===== src/rtl/fifo_wr_arbiter_if.sv =====
// Write-port bundle between requesters, the round-robin arbiter and the
// asynchronous FIFO write side. The master side drives requests and the FIFO
// full flag. The slave side (the arbiter) returns ready, the FIFO write
// strobe and data, and its grant status.
interface fifo_wr_arbiter_if #(
  parameter int NUM_REQ = 4,
  parameter int DATA_W  = 8
);
  localparam int GID_W = $clog2(NUM_REQ);

  logic [NUM_REQ-1:0]        req_valid;
  logic [NUM_REQ*DATA_W-1:0] req_data;
  logic [NUM_REQ-1:0]        req_last;
  logic [NUM_REQ-1:0]        req_ready;
  logic [DATA_W-1:0]         arb_wr_data;
  logic                      arb_wr_en;
  logic                      wr_full;
  logic [GID_W-1:0]          grant_id;
  logic                      busy;

  modport master (
    output req_valid, req_data, req_last, wr_full,
    input  req_ready, arb_wr_data, arb_wr_en, grant_id, busy
  );

  modport slave (
    input  req_valid, req_data, req_last, wr_full,
    output req_ready, arb_wr_data, arb_wr_en, grant_id, busy
  );
endinterface


===== src/rtl/fifo_wr_arbiter.sv =====
// Round-robin arbiter for the single FIFO write port, in the write clock domain.
// A grant lasts for one packet or MAX_BURST beats, whichever ends first.
// One idle cycle always separates consecutive grants.
// Optional: define FIFO_WR_ARB_STALL_TIMEOUT_EN to force-release a grant.
// The release happens after STALL_MAX cycles in which the granted requester
// shows no valid beat while the FIFO is not full.
module fifo_wr_arbiter #(
  parameter int NUM_REQ   = 4,
  parameter int DATA_W    = 8,
  parameter int MAX_BURST = 8,
  parameter int STALL_MAX = 16
) (
  input  logic             wr_clk,
  input  logic             wr_rstn,
  fifo_wr_arbiter_if.slave bus
);
  localparam int GID_W = $clog2(NUM_REQ);
  localparam int BC_W  = $clog2(MAX_BURST + 1);

  localparam logic [BC_W-1:0]  BURST_END = BC_W'(MAX_BURST - 1);
  localparam logic [GID_W-1:0] LAST_ID   = GID_W'(NUM_REQ - 1);
  localparam logic [GID_W:0]   NUM_REQ_W = (GID_W + 1)'(NUM_REQ);

  if (NUM_REQ < 2 || NUM_REQ > 8) begin : g_chk_num_req
    $error("fifo_wr_arbiter: NUM_REQ must be 2..8");
  end
  if (MAX_BURST < 1 || MAX_BURST > 255) begin : g_chk_max_burst
    $error("fifo_wr_arbiter: MAX_BURST must be 1..255");
  end
  if (STALL_MAX < 1) begin : g_chk_stall_max
    $error("fifo_wr_arbiter: STALL_MAX must be at least 1");
  end

  typedef enum logic {
    IDLE,
    GRANT
  } state_t;

  state_t            state_q,    state_d;
  logic [GID_W-1:0]  rr_ptr_q,   rr_ptr_d;
  logic [GID_W-1:0]  grant_id_q, grant_id_d;
  logic [BC_W-1:0]   beat_cnt_q, beat_cnt_d;

`ifdef FIFO_WR_ARB_STALL_TIMEOUT_EN
  localparam int STALL_W = $clog2(STALL_MAX + 1);
  localparam logic [STALL_W-1:0] STALL_END = STALL_W'(STALL_MAX - 1);

  logic [STALL_W-1:0] stall_cnt_q, stall_cnt_d;
`endif

  logic                  g_valid;
  logic                  g_last;
  logic [DATA_W-1:0]     g_data;
  logic                  accept;
  logic                  found;
  logic [GID_W-1:0]      pick_id;
  logic [GID_W:0]        pick_sum;
  logic [2*NUM_REQ-1:0]  valid_dbl;
  logic [NUM_REQ-1:0]    valid_rot;
  logic [NUM_REQ-1:0]    ready;

  // Mux out the currently granted requester's valid/last/data
  always_comb begin
    g_valid = 1'b0;
    g_last  = 1'b0;
    g_data  = '0;
    for (int unsigned i = 0; i < NUM_REQ; i++) begin
      if (grant_id_q == GID_W'(i)) begin
        g_valid = bus.req_valid[i];
        g_last  = bus.req_last[i];
        g_data  = bus.req_data[i*DATA_W +: DATA_W];
      end
    end
  end

  // Rotate valids so bit 0 is rr_ptr, take the first set bit, then map back.
  always_comb begin
    valid_dbl = {bus.req_valid, bus.req_valid};
    valid_rot = NUM_REQ'(valid_dbl >> rr_ptr_q);
    found     = 1'b0;
    pick_sum  = '0;
    pick_id   = '0;
    for (int unsigned k = 0; k < NUM_REQ; k++) begin
      if (!found && valid_rot[k]) begin
        found    = 1'b1;
        pick_sum = {1'b0, rr_ptr_q} + (GID_W + 1)'(k);
        if (pick_sum >= NUM_REQ_W) begin
          pick_sum = pick_sum - NUM_REQ_W;
        end
        pick_id = pick_sum[GID_W-1:0];
      end
    end
  end

  assign accept = (state_q == GRANT) && g_valid && !bus.wr_full;

  // Next-state logic: arbitration in IDLE, beat counting and release in GRANT
  always_comb begin
    state_d    = state_q;
    rr_ptr_d   = rr_ptr_q;
    grant_id_d = grant_id_q;
    beat_cnt_d = beat_cnt_q;
`ifdef FIFO_WR_ARB_STALL_TIMEOUT_EN
    stall_cnt_d = stall_cnt_q;
`endif
    case (state_q)
      IDLE: begin
`ifdef FIFO_WR_ARB_STALL_TIMEOUT_EN
        stall_cnt_d = '0;
`endif
        if (found) begin
          state_d    = GRANT;
          grant_id_d = pick_id;
          beat_cnt_d = '0;
        end
      end
      GRANT: begin
        if (accept) begin
          beat_cnt_d = beat_cnt_q + BC_W'(1);
`ifdef FIFO_WR_ARB_STALL_TIMEOUT_EN
          stall_cnt_d = '0;
`endif
          if (g_last || (beat_cnt_q == BURST_END)) begin
            state_d  = IDLE;
            rr_ptr_d = (grant_id_q == LAST_ID) ? '0 : grant_id_q + GID_W'(1);
          end
        end
`ifdef FIFO_WR_ARB_STALL_TIMEOUT_EN
        else if (!g_valid && !bus.wr_full) begin
          if (stall_cnt_q == STALL_END) begin
            stall_cnt_d = '0;
            state_d     = IDLE;
            rr_ptr_d    = (grant_id_q == LAST_ID) ? '0 : grant_id_q + GID_W'(1);
          end else begin
            stall_cnt_d = stall_cnt_q + STALL_W'(1);
          end
        end
`endif
      end
      default: begin
        state_d = IDLE;
      end
    endcase
  end

  // State registers; reset drops any grant immediately
  always_ff @(posedge wr_clk or negedge wr_rstn) begin
    if (!wr_rstn) begin
      state_q    <= IDLE;
      rr_ptr_q   <= '0;
      grant_id_q <= '0;
      beat_cnt_q <= '0;
`ifdef FIFO_WR_ARB_STALL_TIMEOUT_EN
      stall_cnt_q <= '0;
`endif
    end else begin
      state_q    <= state_d;
      rr_ptr_q   <= rr_ptr_d;
      grant_id_q <= grant_id_d;
      beat_cnt_q <= beat_cnt_d;
`ifdef FIFO_WR_ARB_STALL_TIMEOUT_EN
      stall_cnt_q <= stall_cnt_d;
`endif
    end
  end

  // Only the granted requester sees ready, gated by the FIFO full flag
  always_comb begin
    ready = '0;
    for (int unsigned i = 0; i < NUM_REQ; i++) begin
      if ((state_q == GRANT) && (grant_id_q == GID_W'(i))) begin
        ready[i] = ~bus.wr_full;
      end
    end
  end

  assign bus.req_ready   = ready;
  assign bus.arb_wr_en   = accept;
  assign bus.arb_wr_data = accept ? g_data : '0;
  assign bus.grant_id    = grant_id_q;
  assign bus.busy        = (state_q == GRANT);
endmodule


===== src/flat_wrapper.sv =====
// flat-port wrapper written by rule: the top's interface ports become plain ports
module fifo_wr_arbiter_flat 
#(
  parameter int NUM_REQ   = 4,
  parameter int DATA_W    = 8,
  parameter int MAX_BURST = 8,
  parameter int STALL_MAX = 16
)
  (wr_clk, wr_rstn, bus_req_valid, bus_req_data, bus_req_last, bus_wr_full, bus_req_ready, bus_arb_wr_data, bus_arb_wr_en, bus_grant_id, bus_busy);
  fifo_wr_arbiter_if #(.NUM_REQ(NUM_REQ), .DATA_W(DATA_W)) bus_i ();
  input  logic wr_clk;
  input  logic wr_rstn;
  input wire logic [$bits(bus_i.req_valid)-1:0] bus_req_valid;
  input wire logic [$bits(bus_i.req_data)-1:0] bus_req_data;
  input wire logic [$bits(bus_i.req_last)-1:0] bus_req_last;
  input wire logic [$bits(bus_i.wr_full)-1:0] bus_wr_full;
  output wire logic [$bits(bus_i.req_ready)-1:0] bus_req_ready;
  output wire logic [$bits(bus_i.arb_wr_data)-1:0] bus_arb_wr_data;
  output wire logic [$bits(bus_i.arb_wr_en)-1:0] bus_arb_wr_en;
  output wire logic [$bits(bus_i.grant_id)-1:0] bus_grant_id;
  output wire logic [$bits(bus_i.busy)-1:0] bus_busy;
  assign bus_i.req_valid = bus_req_valid;
  assign bus_i.req_data = bus_req_data;
  assign bus_i.req_last = bus_req_last;
  assign bus_i.wr_full = bus_wr_full;
  assign bus_req_ready = bus_i.req_ready;
  assign bus_arb_wr_data = bus_i.arb_wr_data;
  assign bus_arb_wr_en = bus_i.arb_wr_en;
  assign bus_grant_id = bus_i.grant_id;
  assign bus_busy = bus_i.busy;
  fifo_wr_arbiter #(.NUM_REQ(NUM_REQ), .DATA_W(DATA_W), .MAX_BURST(MAX_BURST), .STALL_MAX(STALL_MAX)) u_core (.wr_clk(wr_clk), .wr_rstn(wr_rstn), .bus(bus_i));
endmodule

===== config.mk =====
export PLATFORM = sky130hd
export DESIGN_NAME = fifo_wr_arbiter_flat
export DESIGN_NICKNAME = d
export VERILOG_FILES = /design/src/rtl/fifo_wr_arbiter_if.sv /design/src/rtl/fifo_wr_arbiter.sv /design/src/flat_wrapper.sv
export SDC_FILE = /design/constraint.sdc
export NUM_CORES = 1
export LEC_CHECK = 0
export CAP_MARGIN = 20
export CORE_MARGIN = 4
export CORE_UTILIZATION = 30
export DETAILED_ROUTE_END_ITERATION = 16
export GPL_ROUTABILITY_DRIVEN = 0
export GPL_TIMING_DRIVEN = 0
export PLACE_DENSITY = 0.71
export SYNTH_ARGS = -nofsm -noshare
export SYNTH_HDL_FRONTEND = slang
export SYNTH_SLANG_ARGS = --single-unit
export TNS_END_PERCENT = 100

===== constraint.sdc =====
create_clock -name wr_clk -period 2.15 [get_ports wr_clk]
set_input_delay 0.645 -clock wr_clk [delete_from_list [all_inputs] [get_ports wr_clk]]
set_output_delay 0.645 -clock wr_clk [all_outputs]
set_load 0.03 [all_outputs]

==> key figures <==
Die
  • Effective utilization at floorplan: 0.317
  • Core Footprint: ~2800 sq um
  • Die Footprint: 3900 sq um
  • Num ports: 59
  • Row count: 19
  • Die boundary height: 62.5 um
  • Die width: between 60 and 70 um

Critical path
  • Reg-to-reg critical path endpoint: u_core.rr_ptr_q[0]$_DFFE_PN0P_
  • Launch point of the worst reg-to-reg path: u_core.bus.grant_id[1]$_DFFE_PN0P_
  • Data arrival time of the critical path: between 1.5 and 2 ns
  • Critical Path Start Type: flip-flop
  • Max FO, Critical Path: 10
  • Endpoint required time on the critical path: approximately 1.5 ns
  • Kind of critical path: flip-flop to output pin
  • Cells on worst reg2reg path: 7
  • Worst setup EP type: output pin
  • FF-to-FF setup slack: roughly 0.29 ns

Clock tree
  • Clock tree root buffer cell: clkbuf_4
  • Clock tree from TritonCTS: built
  • CTS H-tree lvls: 1
  • Latest clock arrival within the worst-skew pair: between 0.2 and 0.3 ns
  • CTS Buffer Depth: 2
  • Clock input transition at the sequential cells of the worst setup and hold paths: ~0.06 ns
  • Clock sinks: 9
  • Inserted Clock Buffers: 3

Synth
  • Simple-gate share of the synthesized area: 0.186
  • Synthesized-area fraction occupied by ao, oa, aoi and oai cells: 0.336
  • Proportion of synthesized area in mux cells: 0.0816
  • Share of synthesized cell area in full adder, half adder and majority cells: 0.0703
  • Sequential-to-total area share from yosys stat: 0.253
  • Cell count after synthesis: 107
  • Netlist area before placement: between 800 and 900 sq um
  • Synth unique cells: 34
  • Number of warnings reported in the yosys synthesis log: 0
  • Syn nets: roughly 160
  • Flip-flop and latch count after synthesis: 9
  • Parity-gate share of the synthesized area counting xor and xnor cells: 0
  • Synthesized area per cell: around 8.3 sq um
  • Combinational family with the most area after synthesis: compound AO/OA/AOI/OAI gates

Placed design
  • Placed instance area: roughly 1700 sq um
  • Sum of net half-perimeters after detailed placement: 2410 um
  • Setup slack at placement: -1.08 ns
  • Port Buffers: between 50 and 60

Route
  • First-pass DRT Iterations: 4
  • Total via count after detailed routing: 1102
  • DRC Markers: 0
  • Count of antenna-violating nets left after detailed routing: 0
  • Final wirelength: roughly 3100 um
  • Post-DR vias/cell: roughly 5.3
  • Mean routed wirelength per cell: 15.1 um
  • Number of design-rule violations left by the first detailed-router iteration: 34

Cells and area
  • Number of inserted diodes: 0
  • Total area of multi-input combinational cells: ~770 sq um
  • FILL cells: approximately 230
  • Fraction of layout instances using a drive strength above 1: 0.331
  • FF+latch area: 228 sq um
  • Count of nets after finishing: 227
  • Post-Route Utilization: 0.665
  • Finished Cell Area: about 1900 sq um
  • Relative area change from synthesis to final layout: 110%

GRT
  • First-pass GRT wire length: roughly 5500 um
  • Initial antenna violation count: 0
  • Aggregate global routing overflow: 0
  • Largest net degree at the start of global routing: 11
  • Overall routing resource usage: 0.169
  • Via count of the first global-routing pass: approximately 1.2k

STA
  • Setup TNS: -3.42 ns
  • Final Hold Violating Endpoints: 0
  • Final count of negative-setup-slack endpoints: 11
  • Maximum operating frequency: 398 MHz
  • Rel. slew slack: 0.718
  • Number of max-slew violations in the final report: 0
  • Final clock period utilization by the worst path: 1.17
  • Post-layout worst setup margin: -0.364 ns
  • Final setup skew: ~0.0010 ns
  • Shortest period the worst path allows: 2.51 ns
  • RSZ-0062 raised after global routing: true
  • Worst-margin pin slew: approximately 0.42 ns

Run status
  • Outcome: finished, violations left
  • Violated checks: setup timing

Min path
  • Worst min-delay path category: flip-flop to flip-flop
  • Cell depth of the worst min-delay path: 1
  • Hold path startpoint: u_core.beat_cnt_q[3]$_DFFE_PN0P_
  • Worst hold endpoint: u_core.beat_cnt_q[3]$_DFFE_PN0P_

Power and ir drop
  • VDD IR-drop max: around 660 uV
  • Power per cell area: 1190 nW/um^2
  • Post-layout power: around 2.2 mW
  • Leakage Power: about 0.76 nW

Run
  • Number of violations of the max-capacitance limit: 0
## routing by layer
metal / wire [um] / up-vias / GRT usage / part of all wire
li1: - / 546 / - / -
met1: 1460 / 507 / 0.217 / 0.46
met2: 1450 / 47 / 0.282 / 0.46
met3: 209 / 2 / 0.0306 / 0.066
met4: 26 / 0 / 0.0634 / 0.0083
met5: 0 / - / 0 / 0
## flip-flops by register name (all words and copies together), names as in the netlist
signal and cells:
u_core.rr_ptr_q 2, u_core.bus.grant_id 2, u_core.bus.busy 1, u_core.beat_cnt_q 4
## cells in the mapped netlist
cell type / number / area [sq um]
a221o_1: 8 / 80.1
o21ai_0: 2 / 10.0
nand2b_1: 1 / 6.26
nor2b_1: 1 / 6.26
and3_1: 1 / 6.26
nand2b_2: 1 / 8.76
o21a_1: 1 / 7.51
buf_4: 1 / 7.51
and2b_1: 1 / 7.51
ha_1: 5 / 62.6
nor3b_1: 1 / 7.51
buf_2: 1 / 5.00
nand2_1: 17 / 63.8
o211ai_1: 8 / 60.1
and2_1: 4 / 25.0
clkbuf_1: 3 / 11.3
nand3b_1: 1 / 7.51
o211ai_2: 1 / 12.5
inv_1: 7 / 26.3
nand3_1: 3 / 15.0
mux2_1: 2 / 22.5
a2111oi_0: 2 / 17.5
a21oi_1: 11 / 55.1
buf_6: 1 / 11.3
a211oi_1: 1 / 7.51
or4_1: 1 / 7.51
dfrtp_1: 9 / 225
a21o_1: 2 / 15.0
a221oi_2: 1 / 15.0
nor2_1: 1 / 3.75
mux2i_1: 5 / 50.1
o21ai_2: 1 / 8.76
o311a_1: 1 / 10.0
inv_2: 1 / 3.75
## where the power goes
group | total [mW] | switching, mW | internal, mW
Clock | 0.131 | 0.0598 | 0.0716
Sequential | 0.327 | 0.0822 | 0.245
Combinational | 1.77 | 0.892 | 0.875
Total | 2.22 | 1.03 | 1.19
## cell usage in the layout, fill, tap and decap left out, types with 2 or more instances in the layout
cell / synthesis / routed
dlygate4sd2_1: 0 / 6
clkdlybuf4s50_1: 0 / 39
dfrtp_1: 9 / 7
o211ai_1: 8 / 8
clkbuf_4: 0 / 3
nand3_1: 3 / 3
mux2i_1: 5 / 5
and2_4: 0 / 2
nand2_1: 17 / 16
buf_4: 1 / 9
a2111oi_0: 2 / 2
mux2_1: 2 / 2
ha_4: 0 / 3
buf_6: 1 / 14
and2_1: 4 / 2
a21o_1: 2 / 2
a21oi_1: 11 / 3
a21oi_4: 0 / 8
inv_1: 7 / 5
a221o_1: 8 / 8
o21ai_0: 2 / 2
dfrtp_2: 0 / 2
## worst max-delay path, stage by stage (launching register included)
cell and delay, ns:
dfrtp_2 0.47, ha_2 0.26, clkbuf_8 0.18, o21ai_4 0.19
nand2_4 0.10, buf_16 0.16, a21oi_4 0.11, buf_6 0.14
## how the worst max path moves through the flow
stage / start / to / slack, ns / depth (start not counted)
2_1_floorplan: u_core.bus.grant_id[0]$_DFFE_PN0P_ / bus_arb_wr_en / -0.10 / 7
3_3_place_gp: bus_wr_full / bus_arb_wr_data[2] / -1.06 / 7
3_5_place_dp: bus_wr_full / bus_arb_wr_data[5] / -1.08 / 7
4_1_cts: u_core.bus.grant_id[0]$_DFFE_PN0P_ / bus_arb_wr_en / -0.38 / 8
5_1_grt: u_core.bus.grant_id[1]$_DFFE_PN0P_ / bus_arb_wr_data[2] / -0.46 / 7
6_report: u_core.bus.grant_id[0]$_DFFE_PN0P_ / bus_arb_wr_data[1] / -0.36 / 7
## what timing repair did
item | CTS | global route
hold endpoints to repair | 0 | 0
buffers inserted | 8 | 2
gates resized for setup | 99 | 14
pin swaps | 5 | 1
cloned | 1 | 0
endpoints found under the setup margin | 13 | 13
hold buffers | 0 | 0
## cell families after synthesis
logic type / after synthesis
AO/OA/AOI/OAI: 39
adder cells (fa/ha/maj): 5
buffers and inverters: 14
flip-flops: 9
multiplexers: 7
AND/OR/NAND/NOR: 33
## layout make-up
cell class / instances / area share
buffer: 5 / 0.0383
clock buffer: 4 / 0.0141
inverter: 8 / 0.0221
multi-input combinational: 84 / 0.415
sequential: 9 / 0.122
tap: 31 / 0.0208
timing repair buffer: 68 / 0.367
## metrics by stage
step	hold WS (ns)	cells
after floorplan	0.349	107
after global placement	0.454	196
after detailed placement	0.461	196
after CTS	0.469	208
after global routing	0.507	209
final	0.483	209
No activity file was read; power rests on OpenSTA's default activity.
